### config.mk
export PLATFORM = sky130hd
export DESIGN_NAME = register_bank8
export DESIGN_NICKNAME = d
export VERILOG_FILES = /design/src/rtl/register_bank8.sv
export SDC_FILE = /design/constraint.sdc
export NUM_CORES = 1
export LEC_CHECK = 0
export BUFFER_PORTS_ARGS = -buffer_cell sky130_fd_sc_hd__buf_4
export CORE_ASPECT_RATIO = 1.5
export CORE_MARGIN = 2
export CORE_UTILIZATION = 54
export DETAILED_ROUTE_END_ITERATION = 8
export PLACE_DENSITY = 0.7
export SYNTH_ARGS = -nofsm -noshare
export SYNTH_HDL_FRONTEND = slang
export SYNTH_SLANG_ARGS = --single-unit
export TNS_END_PERCENT = 30
### constraint.sdc
create_clock -name clk -period 3.82 [get_ports clk]
set_input_delay 0.764 -clock clk [delete_from_list [all_inputs] [get_ports clk]]
set_output_delay 0.764 -clock clk [all_outputs]
set_load 0.01 [all_outputs]
### src/rtl/register_bank8.sv
// Eight-entry register file fed by a one-hot write select, with two combinational read ports.
// Optional same-cycle write-to-read forwarding is enabled by defining REG_BYPASS_EN.
module register_bank8 #(
  parameter int               WIDTH     = 32,
  parameter logic [WIDTH-1:0] RESET_VAL = '0
) (
  input  logic             clk,
  input  logic             reset_n,
  input  logic [7:0]       to_reg,
  input  logic [WIDTH-1:0] d_in,
  input  logic [2:0]       rAddr0,
  input  logic [2:0]       rAddr1,
  input  logic             err_clr,
  output logic [WIDTH-1:0] rData0,
  output logic [WIDTH-1:0] rData1,
  output logic             onehot_err,
  output logic [7:0]       wr_cnt
);

  logic [WIDTH-1:0] r_regs [8];
  logic             r_err;
  logic [7:0]       r_wr_cnt;

  logic             w_zero;
  logic             w_multi;
  logic             w_onehot;
  logic [7:0]       w_we;
  logic [2:0]       w_addr  [2];
  logic [WIDTH-1:0] w_rdata [2];

  // Clearing the lowest set bit leaves something behind only when two or more bits were set.
  assign w_zero   = (to_reg == 8'd0);
  assign w_multi  = !w_zero && ((to_reg & (to_reg - 8'd1)) != 8'd0);
  assign w_onehot = !w_zero && !w_multi;

  genvar gi;
  generate
    for (gi = 0; gi < 8; gi++) begin : g_we
      assign w_we[gi] = w_onehot && to_reg[gi];
    end
  endgenerate

  always_ff @(posedge clk or negedge reset_n) begin
    if (!reset_n) begin
      for (int i = 0; i < 8; i++) begin
        r_regs[i] <= RESET_VAL;
      end
    end else begin
      for (int i = 0; i < 8; i++) begin
        if (w_we[i]) begin
          r_regs[i] <= d_in;
        end
      end
    end
  end

  // A multi-hot select on the same edge as err_clr keeps the flag set.
  always_ff @(posedge clk or negedge reset_n) begin
    if (!reset_n) begin
      r_err    <= 1'b0;
      r_wr_cnt <= 8'd0;
    end else begin
      if (w_multi) begin
        r_err <= 1'b1;
      end else if (err_clr) begin
        r_err <= 1'b0;
      end
      if (w_onehot) begin
        r_wr_cnt <= r_wr_cnt + 8'd1;
      end
    end
  end

  assign w_addr[0] = rAddr0;
  assign w_addr[1] = rAddr1;

  generate
    for (gi = 0; gi < 2; gi++) begin : g_rd
`ifdef REG_BYPASS_EN
      assign w_rdata[gi] = w_we[w_addr[gi]] ? d_in : r_regs[w_addr[gi]];
`else
      assign w_rdata[gi] = r_regs[w_addr[gi]];
`endif
    end
  endgenerate

  assign rData0     = w_rdata[0];
  assign rData1     = w_rdata[1];
  assign onehot_err = r_err;
  assign wr_cnt     = r_wr_cnt;

endmodule

# After elaboration in Yosys (flattened, before gate mapping)

Cells that the tools add are included.

Register bits after elaboration: 265
Input bits: 49
Output and inout port bits: 73
Word-level logic and storage cells: 40

Add/sub/neg operators: 2
Order comparisons: 2
Mux-type cells: 8
Bitwise logic cells: 3
Reduce and logical (&&, ||, !) cells: 15

Operators by type and width:

| operator              | number |
|---|---|
| $bmux W32 S3          | 2 |
| $mux W32              | 4 |
| $logic_and A1 B1 Y1   | 10 |
| $add A8 B1 Y8 const B | 1 |
| $and A8 B8 Y8         | 1 |
| $ge A4 B4 Y1 const B  | 2 |
| $logic_not A8 Y1      | 1 |
| $not A3 Y4            | 2 |
| $reduce_bool A8 Y1    | 1 |
| $sub A8 B1 Y8 const B | 1 |
| $logic_not A1 Y1      | 2 |
| $mux W1               | 2 |
| $reduce_bool A2 Y1    | 1 |

# Depth between registers and ports, before layout

Gate-level depths: netlist of the first run.

Word-level depth: 7
Depth in mapped cells: 7
Mapped depth without buffers: 5

# Least setup slack after synthesis of the first run

OpenSTA, ideal clock, no wires.

Path type: input to output
From: input port rAddr0[0]
To: output port rData0[0]
Arrival time: 2530 ps
Required time: 3056 ps
Slack: 526 ps
Stages on the path: 4
Path buffers: 2
Cell sequence: clkbuf_1 -> buf_1 -> mux4_2 -> mux2_2

Longest elaborated chain between the ends: 4

RTL lines:

| element                                      | line | source |
|---|---|---|
| start, declared                              | 11   | `input logic [2:0] rAddr0,` |
| $not A3 Y4 (implied by the code)             | 82   | `assign w_rdata[gi] = r_regs[w_addr[gi]];` |
| $bmux W32 S3                                 | 82   |  |
| $mux W32 (implied by the code) (2 in series) | 82   |  |
| end, declared                                | 14   | `output logic [WIDTH-1:0] rData0,` |

Every way passes these cells. The select of a mux whose other input is x is not followed.

# Worst setup path after layout of the first run

From: input port rAddr1[1]
To: output port rData1[16]

Longest elaborated chain between the ends: 4

RTL lines:

| element                                      | line | source |
|---|---|---|
| start, declared                              | 12   | `input logic [2:0] rAddr1,` |
| $not A3 Y4 (implied by the code)             | 82   |  |
| $bmux W32 S3                                 | 82   |  |
| $mux W32 (implied by the code) (2 in series) | 82   |  |
| end, declared                                | 15   | `output logic [WIDTH-1:0] rData1,` |

Every way passes these cells. The select of a mux whose other input is x is not followed.

==> results by group, run 1 <==
Clocking
  – Reg clk slew, reported paths: 0.06 ns
  – Post-CTS Hold Buffers: 0
  – Root buf cell: clkbuf_16
  – Htree depth: 1
  – Worst-skew pair later-pin latency: 0.51 ns
  – TritonCTS clock tree: done
  – CTS resizes: 0
  – CTS sink cnt: 265
  – Setup Fix Bufs, Post-CTS: 0
  – Worst-case clock buffer depth: 3
  – Cts bufs inserted: 26

Synth
  – Synth Cell Area: 13850 um^2
  – Post-synth top area share: 47.89%
  – Post-synth cell types: 32
  – Synth area leaders: dfrtp_1, mux2_2, mux4_2
  – Mean Syn Cell Area: 16.83 um^2
  – Top FF cell, synth: dfrtp_1
  – Syn nets: 873
  – EDFF count, synth: 0
  – Seq/Total Area, Yosys: 47.89%
  – Area leader, netlist: dfrtp_1
  – Synth Instances: 823
  – Synth Warn #: 0
  – Seq cells post-synth: 265
  – Asr flop ratio synth: 100.0%

Die
  – Initial Util: 55.08%
  – Die area: 26970 um^2
  – Die Ht: 200.1 um
  – Row count: 71
  – I/O pin total: 122
  – Die width: 134.8 um
  – Placeable core area: 25140 um^2

Setup path
  – CP Class: in2out
  – Reg2Reg Setup Slack: 2.50 ns
  – Crit path launch type: input port
  – Reg2Reg Depth: 4
  – Worst reg2reg startpoint: wr_cnt[0]
  – Crit path launch: rAddr1[1]
  – R2R Path End: wr_cnt[6]
  – Capture point of the worst path: rData1[16]
  – Crit-path max FO: 29
  – Setup crit end kind: output port
  – Crit path DAT: 2.31 ns
  – Critical Path RT: 3.06 ns

Global routing
  – Vias in the first global route: 9231
  – Total GRT Usage: 25.44%
  – Grt ovf: 0
  – First-pass GRT wire length: 53.14 mm
  – Antenna violations before repair: 2
  – Largest net degree at the start of global routing: 110

Detailed routing
  – Final ANT Viol Nets: 0
  – Drt drc: 0
  – Via/cell ratio: 6.358
  – Vias: 8170
  – 1st-iter DRT viols: 320
  – DR pass1 iterations: 4
  – Routed WL: 33.10 mm
  – DR WL/cell: 25.76 um

Placed design
  – Dpl hpwl: 21.28 mm
  – Dpl cell area: 15220 um^2
  – Final RePlAce weighted congestion: 0.8185
  – I/O Buffers: 121

STA
  – Total Neg Setup Slack: 0 ns
  – Final Max Tran Viols: 0
  – Worst hold slack: 0.2870 ns
  – Least-Margin Pin Slew: 0.8693 ns
  – Slew headroom: 42.05%
  – Max Freq: 325.2 MHz
  – Final Cycle Share: 80.50%
  – Clock Skew: 0.003056 ns
  – Unrepaired setup endpoints after global routing: false
  – Hold Violations, Final: 0
  – Final setup fails: 0
  – Final Critical Period: 3.075 ns

Finish
  – Design Area, Final: 16120 um^2
  – Reg area: 6631 um^2
  – Area growth syn-to-layout: 16.42%
  – Layout cell share with drive strength beyond 1: 67.75%
  – Util after Layout: 64.12%
  – Area of the multi-input gates: 6960 um^2
  – # fillers: 1831
  – Nets: 986

Flow run
  – Max-cap violations: 0

Power
  – Pleak: 7.475 nW
  – Worst vdd ir: 0.3932 mV
  – Pwr/cell area: 505.3 nW/um^2

Hold path
  – Worst hold path class: in2async

Outcome
  – Status: completed
## state kept, by name (all words and copies together) (netlist names)
name,flops
onehot_err,1
wr_cnt,8
r_regs,256
## metrics by stage
stage / total power, mW / cells / worst slack (ns)
floorplan: 4.822 / 823 / 0.5256
global placement: 5.436 / 1236 / 0.5222
detailed placement: 5.581 / 1236 / 0.4895
CTS: 8.233 / 1283 / 0.7317
global route: 8.522 / 1285 / 0.7020
finish: 8.145 / 1285 / 0.7448
## power by group
group	switching [mW]	total, mW	leakage (nW)	internal, mW
clock	1.05	2.63	0.447	1.58
combinational	0.678	1.84	3.55	1.17
sequential	0.367	3.67	3.47	3.31
## per-layer routing
layer  vias to the layer above  routed length [um]  GRT usage [%]
li1                       3463                   -              -
met1                      4459               12750          31.89
met2                       203               18310          46.05
met4                         0                 796          7.707
met5                         -                   0              0
met3                        45                1248          2.860
## cell usage after synthesis, types with 4 or more instances
| cell type | number |
|---|---|
| mux2_2 | 286 |
| dfrtp_1 | 265 |
| mux4_2 | 128 |
| mux2_4 | 30 |
| clkbuf_1 | 25 |
| buf_1 | 24 |
| buf_2 | 11 |
| mux2_1 | 6 |
| nand3_1 | 6 |
| xor2_1 | 6 |
| nor2_1 | 4 |
## cell usage in the layout, fill, tap and decap left out, drive strengths merged, types with 2 or more instances in the layout
master / netlist / routed
a21oi: 3 / 3
clkbuf: 25 / 39
dfrtp: 265 / 265
nor2: 4 / 4
clkinv: 0 / 6
mux4: 128 / 128
bufinv: 0 / 2
xnor2: 2 / 2
nand3: 8 / 8
diode: 0 / 2
buf: 38 / 148
nand2: 3 / 3
nor4: 3 / 3
or3: 2 / 2
mux2: 322 / 322
xor2: 6 / 6
## layout make-up
cell class / count / share of cell area [%]
tap: 328 / 2.546
inverter: 1 / 0.02328
clock buffer: 39 / 4.967
multi-input combinational: 494 / 43.18
clock inverter: 8 / 0.5588
antenna: 2 / 0.03105
timing repair buffer: 148 / 7.560
sequential: 265 / 41.14
## logic make-up (layout without fill, tap and decap cells)
group	Yosys count	count (layout)	share of synthesized area, %
fa+ha+maj	2	2	0.1626
other cells	0	2	0
compound gates	6	6	0.2620
simple gates	27	27	1.202
flops	265	265	47.89
mux	451	451	47.98
buf+inv	64	196	1.997
xor+xnor	8	8	0.5060
## critical path: stages
cell and delay, ns:
buf_4 0.43, buf_4 0.32, mux4_2 0.32, mux2_2 0.30, buf_4 0.15
## worst min-delay path by stage
stage	startpoint	to	slack [ns]
2_1_floorplan	reset_n	onehot_err	0.47
3_3_place_gp	wr_cnt[7]	wr_cnt[7]	0.46
3_5_place_dp	wr_cnt[7]	wr_cnt[7]	0.46
4_1_cts	reset_n	r_regs[138]	0.33
5_1_grt	reset_n	r_regs[138]	0.33
6_report	reset_n	r_regs[138]	0.29
No activity file was read; power rests on OpenSTA's default activity.
==> inputs of run 2 (changes only) <==
--- a/config.mk
+++ b/config.mk
@@ -10,7 +10,7 @@
 export CORE_MARGIN = 2
 export CORE_UTILIZATION = 54
 export DETAILED_ROUTE_END_ITERATION = 8
-export PLACE_DENSITY = 0.7
+export PLACE_DENSITY = 0.73
 export SYNTH_ARGS = -nofsm -noshare
 export SYNTH_HDL_FRONTEND = slang
 export SYNTH_SLANG_ARGS = --single-unit
==> constraint.sdc (replaced) <==
create_clock -name clk -period 2.8 [get_ports clk]
set_input_delay 0.56 -clock clk [delete_from_list [all_inputs] [get_ports clk]]
set_output_delay 0.56 -clock clk [all_outputs]
set_load 0.01 [all_outputs]
==> run 2 against run 1 <==
Via count increased by 1.8%. Global-route usage increased by 0.44 points. Count of clock-buffer cells in the layout increased by 2. Critical path type unchanged.
==> results by group, run 2 (synthesis gave the netlist of run 1 again) <==
STA
  – Final Max Tran Viols: 0 (unchanged)
  – Least-Margin Pin Slew: 0.6208 ns (-0.2485 ns)
  – Final Cycle Share: 91.02%
  – Unrepaired setup endpoints after global routing: false
  – Final setup fails: 0 (unchanged)
  – Max Freq: 392.4 MHz
  – Hold Violations, Final: 0 (unchanged)
  – Total Neg Setup Slack: 0 ns (unchanged)
  – Slew headroom: 58.62% (+17 points)
  – Clock Skew: 0.005100 ns (+0.002044 ns)
  – Final Critical Period: 2.548 ns

Power
  – Power Total: 11.26 mW (+38%)
  – Worst vdd ir: 0.5701 mV (+45%)
  – Pleak: 7.663 nW (+2.5%)
  – Pwr/cell area: 681.4 nW/um^2 (+35%)

Detailed routing
  – Routed WL: 33.84 mm (+2.2%)
  – DR pass1 iterations: 5 (+1)
  – Drt drc: 0 (unchanged)
  – DR WL/cell: 25.95 um (+0.74%)
  – Via/cell ratio: 6.381 (+0.36%)
  – 1st-iter DRT viols: 346 (+8.1%)
  – Vias: 8321 (+1.8%)
  – Final ANT Viol Nets: 0 (unchanged)

Clocking
  – Worst-skew pair later-pin latency: 0.53 ns (+0.02 ns)
  – Setup Fix Bufs, Post-CTS: 0 (unchanged)
  – Reg clk slew, reported paths: 0.06 ns (about the same)
  – Htree depth: 1 (unchanged)
  – Worst-case clock buffer depth: 3 (unchanged)
  – TritonCTS clock tree: done
  – Root buf cell: clkbuf_16
  – CTS resizes: 0 (unchanged)
  – CTS sink cnt: 265 (unchanged)
  – Post-CTS Hold Buffers: 0 (unchanged)
  – Cts bufs inserted: 27 (+3.8%)

Finish
  – Fin cells: 1304 (+1.5%)
  – Design Area, Final: 16530 um^2 (+2.5%)
  – Layout cell share with drive strength beyond 1: 67.97% (+0.22 points)
  – Nets: 1004 (+1.8%)
  – Commonest cells after routing, fill and taps aside: mux2_2, dfrtp_1, buf_4
  – Util after Layout: 65.74% (+1.6 points)
  – Area growth syn-to-layout: 19.36%
  – Most common cell after layout, fill and taps aside: mux2_2
  – Number of flip-flops in the largest register: 256 (unchanged)
  – Reg with most FFs: r_regs

Global routing
  – First-pass GRT wire length: 53.73 mm (+1.1%)
  – Vias in the first global route: 9510 (+3.0%)
  – Largest net degree at the start of global routing: 76 (-31%)
  – Total GRT Usage: 25.88% (+0.44 points)
  – Antenna violations before repair: 2 (unchanged)
  – Grt ovf: 0 (unchanged)

Setup path
  – Crit path launch type: input port
  – Critical Path RT: 2.24 ns (-0.82 ns)
  – Crit-path max FO: 22 (-24%)
  – Reg2Reg Setup Slack: 1.50 ns (-1.00 ns)
  – Setup crit end kind: output port
  – CP Class: in2out
  – Crit path DAT: 1.99 ns (-0.32 ns)

Die
  – Die area: 26970 um^2 (unchanged)
  – Row count: 71 (unchanged)
  – I/O pin total: 122 (unchanged)
  – Placeable core area: 25140 um^2 (unchanged)
  – Die width: 134.8 um (unchanged)
  – Initial Util: 55.08% (unchanged)
  – Die Ht: 200.1 um (unchanged)

Flow run
  – Max-cap violations: 0 (unchanged)

Placed design
  – Post-placement cell count: 1253 (+1.4%)
  – I/O Buffers: 121 (unchanged)
  – Dpl cell area: 15610 um^2 (+2.5%)
  – Final RePlAce weighted congestion: 0.8369 (+2.2%)
  – Dpl hpwl: 22.12 mm (+3.9%)

Outcome
  – Status: completed

Hold path
  – Worst hold path class: in2async
-- run 2: area by class of cell --
class                           instances  area [um^2]
Inverter                                1        3.754
Multi-Input combinational cell        494         6958
Sequential cell                       265         6631
Tap cell                              328        410.4
Fill cell                            1778         8612
Clock inverter                          8        122.6
Timing Repair Buffer                  165         1609
Clock buffer                           41        788.3
Antenna cell                            2        5.005
-- run 2: report_power, final --
part	switching [mW]	internal (mW)
Clock	1.47	2.21
Combinational	0.932	1.62
Sequential	0.513	4.51
-- run 2: final timing paths --
kind	start	to	cells past startpoint
worst max-delay path	rAddr0[0]	rData0[2]	5
worst min-delay path	reset_n	r_regs[7]	1
worst max register to register	wr_cnt[0]	wr_cnt[6]	4
worst min register to register	wr_cnt[7]	wr_cnt[7]	1
max in group asynchronous	reset_n	r_regs[120]	2
min in group clk	d_in[10]	r_regs[138]	2
-- run 2: critical path, cell delays in order --
cell	delay, ns
buf_4	0.16
buf_12	0.24
mux4_2	0.53
mux2_2	0.32
buf_4	0.16
-- run 2: per-stage QoR --
step | hold WS [ns] | setup slack, ns
finish | 0.01796 | 0.2515
global placement | 0.4586 | -0.02809
floorplan | 0.2644 | -0.08642
global route | 0.04516 | 0.2140
CTS | 0.02113 | 0.2372
detailed placement | 0.4746 | -0.04134
-- run 2: metal layers --
| layer | track usage [%] | routed length [um] | up-vias |
|---|---|---|---|
| met1 | 30.36 | 12360 | 4520 |
| li1 | - | - | 3496 |
| met5 | 0 | 0 | - |
| met3 | 3.797 | 1435 | 72 |
| met4 | 9.511 | 1077 | 0 |
| met2 | 47.52 | 18970 | 233 |
==> inputs of run 3 (changes only) <==
--- a/config.mk
+++ b/config.mk
@@ -5,12 +5,14 @@
 export SDC_FILE = /design/constraint.sdc
 export NUM_CORES = 1
 export LEC_CHECK = 0
+export ABC_AREA = 1
 export BUFFER_PORTS_ARGS = -buffer_cell sky130_fd_sc_hd__buf_4
 export CORE_ASPECT_RATIO = 1.5
 export CORE_MARGIN = 2
 export CORE_UTILIZATION = 54
 export DETAILED_ROUTE_END_ITERATION = 8
 export PLACE_DENSITY = 0.73
+export RECOVER_POWER = 100
 export SYNTH_ARGS = -nofsm -noshare
 export SYNTH_HDL_FRONTEND = slang
 export SYNTH_SLANG_ARGS = --single-unit
==> run 3 against run 2 <==
Clock power decreased by 4%. Cell area grew 2.6%. Sequential cell count stayed put. Synthesized cell count rose to 2.5 times the previous value. Cell count is 89% higher. First-iteration DRC count grew to 5.1 times the previous value. Critical path depth is 2 higher. Routed wire length up 47%. Total power fell by 6.8%. Die area grew 8.9%. Critical endpoint is now rData0[20]. Largest cell class unchanged.
==> results by group, run 3 <==
Placed design
  – I/O Buffers: 121 (unchanged)
  – Setup slack at placement: 0.2377 ns (+0.2791 ns)
  – Final RePlAce weighted congestion: 0.8538 (+2.0%)
  – Dpl hpwl: 30.31 mm (+37%)
  – Post-placement cell count: 2420 (+93%)

Detailed routing
  – Drt drc: 0 (unchanged)
  – 1st-iter DRT viols: 1779 (+410%)
  – DR WL/cell: 20.10 um (-23%)
  – DR pass1 iterations: 5 (unchanged)
  – Via/cell ratio: 6.301 (-1.3%)
  – Vias: 15544 (+87%)
  – Routed WL: 49.58 mm (+47%)
  – Final ANT Viol Nets: 0 (unchanged)

Setup path
  – Crit path cell chain: buf_4 -> buf_6 -> o21ai_0 -> o21ai_0 -> nor2_1 -> a31oi_1 -> clkbuf_1
  – Most frequent cell on the critical path: o21ai_0
  – Crit-path max FO: 64 (+190%)
  – Slowest-stage cell, CP: buf_6
  – Crit path launch type: input port
  – Critical Path RT: 2.24 ns (about the same)
  – CP Class: in2out
  – CP peak stage delay: 0.42 ns (-0.11 ns)
  – Crit path DAT: 2.07 ns (+0.08 ns)
  – Setup crit end kind: output port

STA
  – Final setup fails: 0 (unchanged)
  – Final Cycle Share: 94.10% (+3.1 points)
  – Worst hold slack: 0.1967 ns (+0.1787 ns)
  – Unrepaired setup endpoints after global routing: false
  – Least-Margin Pin Slew: 1.389 ns (+0.7687 ns)
  – Clock Skew: 0.003564 ns (-0.001536 ns)
  – Final Max Tran Viols: 0 (unchanged)
  – Final Critical Period: 2.635 ns (+0.08622 ns)
  – Total Neg Setup Slack: 0 ns (unchanged)
  – Max Freq: 379.5 MHz (-3.3%)
  – Hold Violations, Final: 0 (unchanged)
  – Slew headroom: 7.369% (-51 points)
  – Setup slack after layout: 0.1653 ns (-0.08622 ns)

Synth
  – Post-synth cell types: 24 (-25%)
  – Area leader, netlist: dfrtp_1
  – Asr flop ratio synth: 100.0% (unchanged)
  – Top post-synthesis cells by count: nand2_1, o21ai_0, dfrtp_1
  – Synth Warn #: 0 (unchanged)
  – Post-synth top area share: 43.86% (-4.0 points)
  – Most instantiated library cell after synthesis: nand2_1
  – Synth Cell Area: 15120 um^2 (+9.2%)
  – Top FF cell, synth: dfrtp_1
  – Syn nets: 2124 (+140%)
  – EDFF count, synth: 0 (unchanged)
  – Mean Syn Cell Area: 7.289 um^2 (-57%)
  – Seq/Total Area, Yosys: 43.86% (-4.0 points)
  – Synth area leaders: dfrtp_1, nand2_1, o21ai_0
  – Seq cells post-synth: 265 (unchanged)
  – Synth Instances: 2074 (+150%)

Clocking
  – CTS sink cnt: 265 (unchanged)
  – CTS resizes: 0 (unchanged)
  – Root buf cell: clkbuf_16
  – Htree depth: 1 (unchanged)
  – Reg clk slew, reported paths: 0.06 ns (about the same)
  – Cts bufs inserted: 26 (-3.7%)
  – Worst-skew pair later-pin latency: 0.55 ns (+0.02 ns)
  – TritonCTS clock tree: done
  – Worst-case clock buffer depth: 3 (unchanged)

Finish
  – Number of flip-flops in the largest register: 256 (unchanged)
  – Nets: 2153 (+110%)
  – # fillers: 2593 (+46%)
  – Area growth syn-to-layout: 12.12%
  – Reg with most FFs: r_regs
  – Fin cells: 2467 (+89%)
  – Most common cell after layout, fill and taps aside: nand2_1
  – Commonest cells after routing, fill and taps aside: nand2_1, o21ai_0, dfrtp_1
  – Layout cell share with drive strength beyond 1: 8.310% (-60 points)

Hold path
  – Worst hold path class: in2reg

Die
  – Initial Util: 54.43% (-0.65 points)
  – Placeable core area: 27780 um^2 (+10%)
  – I/O pin total: 122 (unchanged)
  – Die Ht: 208.9 um (+4.4%)
  – Row count: 75 (+5.6%)
  – Die width: 140.6 um (+4.4%)
  – Die area: 29380 um^2 (+8.9%)

Global routing
  – Grt ovf: 0 (unchanged)
  – Largest net degree at the start of global routing: 104 (+37%)
  – Vias in the first global route: 15070 (+58%)
  – First-pass GRT wire length: 79.11 mm (+47%)
  – Antenna violations before repair: 3 (+1)
  – Total GRT Usage: 33.51% (+7.6 points)

Power
  – Pleak: 8.101 nW (+5.7%)
  – Pwr/cell area: 619.0 nW/um^2 (-9.2%)
  – Worst vdd ir: 0.5185 mV (-9.0%)

Flow run
  – Max-cap violations: 0 (unchanged)

Outcome
  – Status: completed
[run 3: cell count changes after synthesis, sizes merged, moves of 128 or more]
cell,delta
o21ai,+323
mux4,-128
nand4,+192
inv,+138
mux2,-322
nor2,+135
nand2,+535
[run 3: kinds of logic (layout without fill, tap and decap cells)]
family                   count (synthesis)  count (layout)  synth area share [%]
AND/OR/NAND/NOR                        887             887                 25.66
AO/OA/AOI/OAI                          581             581                 20.84
buffers and inverters                  334             378                 9.211
flip-flops                             265             265                 43.86
XOR/XNOR                                 6               6                0.3476
adder cells (fa/ha/maj)                  1               1               0.08275
other                                    0               3                     0
[run 3: layer usage]
metal	vias up	wire, um	global-route usage, %
met5	-	0	0
met4	0	2188	16.38
met3	163	3854	4.400
met2	816	24340	56.25
met1	7435	19200	42.83
li1	7130	-	-
[run 3: critical path: cells and delay by family]
kind	cells	cell delay, ns
AO/OA/AOI/OAI	3	0.65
AND/OR/NAND/NOR	1	0.06
buffers and inverters	3	0.74
[run 3: path summary, 6_finish.rpt]
kind / startpoint / endpoint / slack [ns] / cells past startpoint
setup / recovery: rAddr0[1] / rData0[20] / 0.17 / 7
hold / removal: err_clr / onehot_err / 0.20 / 2
setup reg to reg: wr_cnt[2] / wr_cnt[7] / 1.53 / 6
hold reg to reg: r_regs[153] / r_regs[153] / 0.47 / 2
max in group asynchronous: reset_n / r_regs[206] / 0.71 / 3
min in group asynchronous: reset_n / r_regs[4] / 0.45 / 2
[run 3: area by class of cell]
type	instances	area, um^2	area share [%]
multi-input cells	1475	7094	41.85
flip-flops and latches	265	6631	39.12
clock buffers	37	743.2	4.385
well taps	346	432.9	2.554
inverters	139	521.8	3.078
diodes	3	7.507	0.04429
repair buffers	196	1436	8.474
clock inverters	6	82.58	0.4872
[run 3: per-stage QoR]
| stage | instance area (um^2) | total power, mW | util (%) |
|---|---|---|---|
| global placement | 16450 | 6.975 | 59.24 |
| CTS | 17290 | 10.58 | 62.25 |
| detailed placement | 16450 | 7.063 | 59.24 |
| global route | 16950 | 11.02 | 61.00 |
| finish | 16950 | 10.49 | 61.02 |
| floorplan | 15120 | 6.191 | - |
[run 3: power breakdown]
part / internal [mW] / switching (mW) / leakage (nW)
Combinational: 0.741 / 1.32 / 4.18
Clock: 2.01 / 1.51 / 0.403
Sequential: 4.46 / 0.448 / 3.52
Total: 7.21 / 3.28 / 8.10
[run 3: repair_timing]
item,CTS,global route
buffers inserted,0,0
hold buffers,1,0
hold endpoints to repair,26,0
